--- config.mk ---
export PLATFORM = sky130hd
export DESIGN_NAME = wr_burst_buffer
export DESIGN_NICKNAME = d
export VERILOG_FILES = /design/src/rtl/wr_stream_pkg.sv /design/src/rtl/wr_burst_buf_ram.sv /design/src/rtl/wr_burst_buffer.sv
export SDC_FILE = /design/constraint.sdc
export NUM_CORES = 2
export LEC_CHECK = 0
export CORE_AREA = 2 2 680 682
export CTS_CLUSTER_SIZE = 40
export DETAILED_ROUTE_END_ITERATION = 10
export DIE_AREA = 0 0 682 684
export PLACE_DENSITY = 0.51
export SLEW_MARGIN = 20
export SYNTH_ARGS = -nofsm -noshare
export SYNTH_HDL_FRONTEND = slang
export SYNTH_HIERARCHICAL = 1
export SYNTH_MEMORY_MAX_BITS = 65536
export SYNTH_SLANG_ARGS = --single-unit
--- constraint.sdc ---
create_clock -name S_WR_aclk -period 17.1 [get_ports S_WR_aclk]
set_clock_uncertainty 0.05 [all_clocks]
set_input_delay 2.565 -clock S_WR_aclk [delete_from_list [all_inputs] [get_ports S_WR_aclk]]
set_output_delay 2.565 -clock S_WR_aclk [all_outputs]
set_load 0.02 [all_outputs]
--- src/rtl/wr_stream_pkg.sv ---
// rtl/wr_stream_pkg.sv - state encoding and sizing helpers shared by the write burst buffer
package wr_stream_pkg;

    typedef enum logic [1:0] {
        IDLE  = 2'd0,
        BURST = 2'd1,
        PAD   = 2'd2
    } wr_state_e;

    function automatic int clog2(input int value);
        int r;
        r = 0;
        for (int i = 0; i < 31; i++) begin
            if ((1 << i) < value) r = i + 1;
        end
        return r;
    endfunction

    // One extra bit so full and empty stay distinguishable on wrapping pointers
    function automatic int ptr_width(input int depth);
        return clog2(depth) + 1;
    endfunction

endpackage

--- src/rtl/wr_burst_buf_ram.sv ---
// rtl/wr_burst_buf_ram.sv - circular register buffer with first-word-fall-through head and fill count
module wr_burst_buf_ram
    import wr_stream_pkg::*;
#(
    parameter int WIDTH = 65,
    parameter int DEPTH = 64
) (
    input  logic                        clk_i,
    input  logic                        rst_i,
    input  logic                        push_i,
    input  logic [WIDTH-1:0]            push_data_i,
    input  logic                        pop_i,
    output logic                        full_o,
    output logic [WIDTH-1:0]            head_o,
    output logic [ptr_width(DEPTH)-1:0] fill_o
);
    localparam int AW = clog2(DEPTH);
    localparam int PW = AW + 1;

    logic [WIDTH-1:0] mem_q [DEPTH];
    logic [PW-1:0]    wr_ptr_q;
    logic [PW-1:0]    rd_ptr_q;
    logic [PW-1:0]    fill_q;

    always_ff @(posedge clk_i) begin
        if (rst_i) begin
            wr_ptr_q <= '0;
            rd_ptr_q <= '0;
            fill_q   <= '0;
        end else begin
            wr_ptr_q <= wr_ptr_q + PW'(push_i);
            rd_ptr_q <= rd_ptr_q + PW'(pop_i);
            fill_q   <= fill_q + PW'(push_i) - PW'(pop_i);
        end
    end

    always_ff @(posedge clk_i) begin
        if (push_i) mem_q[wr_ptr_q[AW-1:0]] <= push_data_i;
    end

    assign full_o = (fill_q == PW'(DEPTH));
    assign head_o = mem_q[rd_ptr_q[AW-1:0]];
    assign fill_o = fill_q;

endmodule

--- src/rtl/wr_burst_buffer.sv ---
// rtl/wr_burst_buffer.sv - releases buffered stream data only in whole BURST_LEN bursts
// WR_BURST_PAD_FLUSH_EN adds zero-padded flush bursts for packet tails shorter than a burst.
module wr_burst_buffer
    import wr_stream_pkg::*;
#(
    parameter int DATA_WIDTH = 64,
    parameter int BURST_LEN  = 16,
    parameter int DEPTH      = 64
) (
    input  logic                        S_WR_aclk,
    input  logic                        S_WR_areset,
    input  logic [DATA_WIDTH-1:0]       s_axis_tdata,
    input  logic                        s_axis_tvalid,
    input  logic                        s_axis_tlast,
    output logic                        s_axis_tready,
    output logic [DATA_WIDTH-1:0]       m_axis_tdata,
    output logic                        m_axis_tvalid,
    output logic                        m_axis_tlast,
    input  logic                        m_axis_tready,
    output logic [ptr_width(DEPTH)-1:0] fill_level,
    output logic                        busy
);
    localparam int PW = ptr_width(DEPTH);
    localparam logic [7:0]    LAST_BEAT   = 8'(BURST_LEN - 1);
    localparam logic [PW-1:0] BURST_WORDS = PW'(BURST_LEN);

    wr_state_e           state_q;
    logic [7:0]          beat_cnt_q;
    logic                valid_q;
    logic                full;
    logic                push;
    logic                pop;
    logic                handshake;
    logic                start_flush;
    logic                to_pad;
    logic [DATA_WIDTH:0] head;

    assign s_axis_tready = !full && !S_WR_areset;
    assign push          = s_axis_tvalid && s_axis_tready;
    assign handshake     = valid_q && m_axis_tready;
    assign pop           = handshake && (state_q == BURST);

    assign m_axis_tvalid = valid_q;
    assign m_axis_tlast  = valid_q && (beat_cnt_q == LAST_BEAT);
    assign m_axis_tdata  = (state_q == BURST) ? head[DATA_WIDTH-1:0] : '0;
    assign busy          = (state_q != IDLE);

    wr_burst_buf_ram #(
        .WIDTH (DATA_WIDTH + 1),
        .DEPTH (DEPTH)
    ) u_ram (
        .clk_i       (S_WR_aclk),
        .rst_i       (S_WR_areset),
        .push_i      (push),
        .push_data_i ({s_axis_tlast, s_axis_tdata}),
        .pop_i       (pop),
        .full_o      (full),
        .head_o      (head),
        .fill_o      (fill_level)
    );

`ifdef WR_BURST_PAD_FLUSH_EN
    logic [PW-1:0] last_cnt_q;
    logic          flush_q;
    logic          push_last;
    logic          pop_last;

    assign push_last = push && s_axis_tlast;
    assign pop_last  = pop && head[DATA_WIDTH];

    always_ff @(posedge S_WR_aclk) begin
        if (S_WR_areset) begin
            last_cnt_q <= '0;
            flush_q    <= 1'b0;
        end else begin
            last_cnt_q <= last_cnt_q + PW'(push_last) - PW'(pop_last);
            // Latched while idle so the flag describes the burst that is being launched
            if (state_q == IDLE) flush_q <= start_flush;
        end
    end

    assign start_flush = (fill_level != '0) && (fill_level < BURST_WORDS) && (last_cnt_q != '0);
    assign to_pad      = flush_q && pop_last && (beat_cnt_q != LAST_BEAT);
`else
    logic unused_head_last;
    assign unused_head_last = head[DATA_WIDTH];
    assign start_flush      = 1'b0;
    assign to_pad           = 1'b0;
`endif

    always_ff @(posedge S_WR_aclk) begin
        if (S_WR_areset) begin
            state_q    <= IDLE;
            beat_cnt_q <= '0;
            valid_q    <= 1'b0;
        end else begin
            case (state_q)
                IDLE: begin
                    if ((fill_level >= BURST_WORDS) || start_flush) begin
                        state_q    <= BURST;
                        valid_q    <= 1'b1;
                        beat_cnt_q <= '0;
                    end
                end
                BURST, PAD: begin
                    if (handshake) begin
                        if (beat_cnt_q == LAST_BEAT) begin
                            state_q    <= IDLE;
                            valid_q    <= 1'b0;
                            beat_cnt_q <= '0;
                        end else begin
                            beat_cnt_q <= beat_cnt_q + 8'd1;
                            if (to_pad) state_q <= PAD;
                        end
                    end
                end
                default: begin
                    state_q <= IDLE;
                    valid_q <= 1'b0;
                end
            endcase
        end
    end

endmodule

### Word level (Yosys, flattened, before mapping)

Memory sizes are Yosys's and may differ from the RTL's. A register that Yosys moved wholly into a read port is not among the register bits.
Index checks and enable logic that the tools add are counted.

* register bits after elaboration: 32
* RAM bits: 4160
* output and inout port bits: 75
* memories kept: 1

Memories
* u_ram.mem_q: depth 64, bits a word 65, rd ports 1, clocked after Yosys merged registers in 1, write ports 1, line wr_burst_buf_ram.sv:20 `logic [WIDTH-1:0] mem_q [DEPTH];`

* $add $sub $neg: 5
* order comparisons: 1
* equality and inequality tests: 7
* mux-type cells: 16
* reductions and logical operators: 13

Operators by type and width (number)
* $mux W64: 1
* $mux W8: 3
* $add A7 B1 Y7: 3
* $pmux W8 S2: 1
* $add A8 B1 Y8 const B: 1
* $eq A8 B4 Y1 const B: 1
* $eq A7 B7 Y1 const B: 1
* $ge A7 B5 Y1 const B: 1
* $sub A7 B1 Y7: 1
* $mux W2: 3
* $mux W6: 1
* $ne A2 B2 Y1 const B: 3
* $reduce_and A3 Y1: 2
* $logic_and A1 B1 Y1: 5
* $mux W1: 5
* $pmux W2 S2: 1
* $reduce_bool A2 Y1: 2
* $eq A2 B1 Y1 const B: 1
* $eq A2 B2 Y1 const B: 1
* $logic_not A1 Y1: 2
* $logic_not A2 Y1: 1
* $pmux W1 S2: 1
* $reduce_or A2 Y1: 1

### Depth between registers and ports, before layout

* word-level depth: 6
* mapped depth: 15

### Modules after synthesis

The synthesis kept the hierarchy.

By module, submodules not included
* wr_burst_buf_ram: times used 1, cells an instance 7168, area each 159006.2 um^2, seq. area each 125300.2 um^2
* wr_burst_buffer: times used 1, cells an instance 134, area each 969.7 um^2, seq. area each 180.2 um^2

### Worst setup path before layout

Ideal clock, no wire load.

* kind: input port to flip-flop
* start point: input port S_WR_areset
* end point: memory u_ram.mem_q[48][0] (enable)
* arrival: 8.234 ns
* required time: 16.482 ns
* slack: 8.249 ns
* cell stages on the path: 6
* path buffers: 1
* path through: clkbuf_1 -> nor2_1 -> and2_1 -> nor2b_1 -> nand3_1 -> nor3_1

* cells in the longest elaborated chain, start to end: 5

RTL lines
* start: declaration: line wr_burst_buffer.sv:11 `input logic S_WR_areset,`
* $logic_not A1 Y1: line wr_burst_buffer.sv:38 `assign s_axis_tready = !full && !S_WR_areset;`
* $logic_and A1 B1 Y1: line wr_burst_buffer.sv:38
* via s_axis_tready: line wr_burst_buffer.sv:15 `output logic s_axis_tready,`
* $logic_and A1 B1 Y1: line wr_burst_buffer.sv:39 `assign push = s_axis_tvalid && s_axis_tready;`
* via push: line wr_burst_buffer.sv:31 `logic push;`
* $mux W1: line wr_burst_buf_ram.sv:38 `if (push_i) mem_q[wr_ptr_q[AW-1:0]] <= push_data_i;`
* $mux W1 (not written as such): line wr_burst_buf_ram.sv:38
* end: declaration: line wr_burst_buf_ram.sv:20

The timed path passes the listed nets, and every way through them passes these cells.

==> impl_summary.log <==
INFO  metric worst_ep_required_time = 14.49 ns
INFO  metric drcViolationCount = 0
INFO  metric irDropWorstVdd = around 0.000079 V
INFO  metric critPathKind = reg2out
INFO  metric holdWs = 0.4507 ns
INFO  metric global_route.peak_usage_layer = met2
INFO  metric buffer_cell_driving_the_clock_tree_root = clkbuf_16
INFO  metric via_count = 79587
INFO  metric final.setup.tns = 0 ns
INFO  metric syn-cell-area = 0.1576 mm2
INFO  metric finalMaxSlewViolations = 0
INFO  metric numCtsBuffers = ~420
INFO  metric cts.hold.buffers_added = 0
INFO  metric fin_crit_sh = 54.49%
INFO  metric synthCells = 7204
INFO  metric initial_core_util = 34.34%
INFO  metric core-area = about 0.46 mm2
INFO  metric yosys_warnings = 6
INFO  metric io_buffer_count = around 140
INFO  metric rrSetupSlack = 11.53 ns
INFO  metric endpoint_kind = output port
INFO  metric area_delta_synth_final = 14.29%
INFO  metric unrepaired_setup_endpoints_after_global_routing = false
INFO  metric worstSkewPairLatency = 1.01 ns
INFO  metric detailedRoute.firstPassIterationCount = 5
INFO  metric clk_pin_slew = 0.06 ns
INFO  metric worst_hold_path.endpoint = beat_cnt_q[7]
INFO  metric timing_worst_slew_pin_value = 1.200 ns
INFO  metric final_cell_mix = edfxtp_1, mux4_2, mux2i_1, clkbuf_16, buf_4
INFO  metric first_global_vias = 79052
INFO  metric finalCriticalPeriod = about 9.3 ns
INFO  metric cellLeakagePower = 53.48 nW
INFO  metric place.detailed.hpwl = 251700 um
INFO  metric finalHoldViolations = 0
INFO  metric place.gp.congestion = 0.7560
INFO  metric final_core_utilization = between 30% and 40%
INFO  metric timing.max_cap.violations = 0
INFO  metric global_route.usage.met3 = 3.058%
INFO  metric drive_above_1_share = 22.80%
INFO  metric top_level_ports = around 140
INFO  metric fmax = 0.1073 GHz
INFO  metric worst_min_delay_path_category = reg2reg
INFO  metric ant_nets = 0
INFO  metric cts_tree = done
INFO  metric antenna_found_initial = 43
INFO  metric worst_slew_margin_rel = 19.98%
INFO  metric routed_wl = 484500 um
INFO  metric viasPerCell = 5.644
INFO  metric outcome = complete, no violations
INFO  metric grt_use_total = between 20% and 30%
INFO  metric cp.arrival = ~6.7 ns
INFO  metric worstReg2RegEnd = u_ram/mem_q[62][23]
INFO  metric holdCritStartpoint = beat_cnt_q[7]
INFO  metric max-clock-path-buffers = 4
INFO  metric maximum_number_of_pins_on_one_net_before_global_route_repair = 111
INFO  metric grt_pass1_wl = 659600 um
INFO  metric drt_first_iter_violations = 8967
INFO  metric vert_die_dim = about 680 um
INFO  metric fp.dieW = 682 um
INFO  metric route.detailed.wl_per_inst = 34.36 um
INFO  metric met1_usage = 27.92%
INFO  metric r2r_cells = 11
INFO  metric number_of_fill_cells = 40751
INFO  metric synth.net_count = 7288
INFO  metric startpoint = u_ram/rd_ptr_q[0]
INFO  metric postSynthAreaPerCell = 21.88 um2
INFO  metric r2r-start = u_ram/fill_o[5]
INFO  metric setup_viol = 0
INFO  metric die_area = roughly 0.47 mm2
INFO  metric report.power.total = between 20 and 25 mW
INFO  metric power_density = ~120 mW/mm2
INFO  metric post_cts.resized_instances = 0
INFO  metric worst_hold_path.num_cells = 1
INFO  metric sinks_on_clock_net = 4124
INFO  metric critPathMaxFanout = 108
INFO  metric layout_commonest_cell = edfxtp_1
INFO  metric placement_rows = 249
INFO  metric clock_tree.htree_level_count = 5
INFO  metric postCtsSetupRepairBufs = 0
INFO  metric startpoint_type = flop
INFO  metric globalRoute.totalOverflow = 0
INFO  metric design.final.nets = 7669
INFO  metric met2_usage = between 30% and 40%
## sequential cells by signal (all words and copies together) (netlist names)
register,count
u_ram/fill_o,7
u_ram/rd_ptr_q,6
u_ram/mem_q,4096
m_axis_tvalid,1
u_ram/wr_ptr_q,6
beat_cnt_q,8
## cell type report
type                       instances  area (um2)  share of cell area (%)
timing repair buffer             391        3317                   1.841
clock inverter                   221        1983                   1.101
inverter                          14       53.80                 0.02987
sequential                      4124      123600                   68.61
antenna                           25       62.56                 0.03473
multi-input combinational       2631       32340                   17.96
clock buffer                     545       11090                   6.154
tap                             6149        7694                   4.271
## routing by layer
metal | part of all wire [%] | wire, um | vias up
li1 | - | - | 31386
met1 | 41 | 200600 | 44334
met2 | 49 | 236600 | 3143
met3 | 6.7 | 32570 | 714
met4 | 3.0 | 14660 | 10
met5 | 0.015 | 72 | -
## worst max-delay path by stage
stage                               endpoint  slack (ns)  depth (start not counted)
after global routing        m_axis_tdata[37]        7.39                         10
after floorplan           u_ram/mem_q[48][0]        8.32                          6
after CTS                   m_axis_tdata[37]        7.59                         10
after detailed placement    m_axis_tdata[37]        8.71                         10
final                       m_axis_tdata[37]        7.78                         10
after global placement      m_axis_tdata[37]        8.72                         10
## where the power goes
| part | internal, mW | switching, mW |
|---|---|---|
| combinational | 0.812 | 1.01 |
| clock | 4.93 | 3.89 |
| sequential | 11.1 | 0.0353 |
## per-stage QoR
step | setup WS [ns] | instances | area [um2]
floorplan | 8.319 | 7204 | 157600
global placement | 8.720 | 13301 | 166700
detailed placement | 8.713 | 13307 | 166900
CTS | 7.593 | 14073 | 180000
global route | 7.387 | 14097 | 180100
finish | 7.781 | 14100 | 180100
## worst max-delay path, cell delays in order (launching register included)
cell and delay (ns):
dfxtp_4 0.73, buf_4 0.67, buf_4 0.77, buf_12 0.75, mux4_2 0.60, a22o_1 0.27
a2111oi_2 0.32, a21oi_1 0.20, a22o_1 0.41, and2_1 0.23, clkdlybuf4s50_1 0.54
Power figures use the tool's default switching activity.
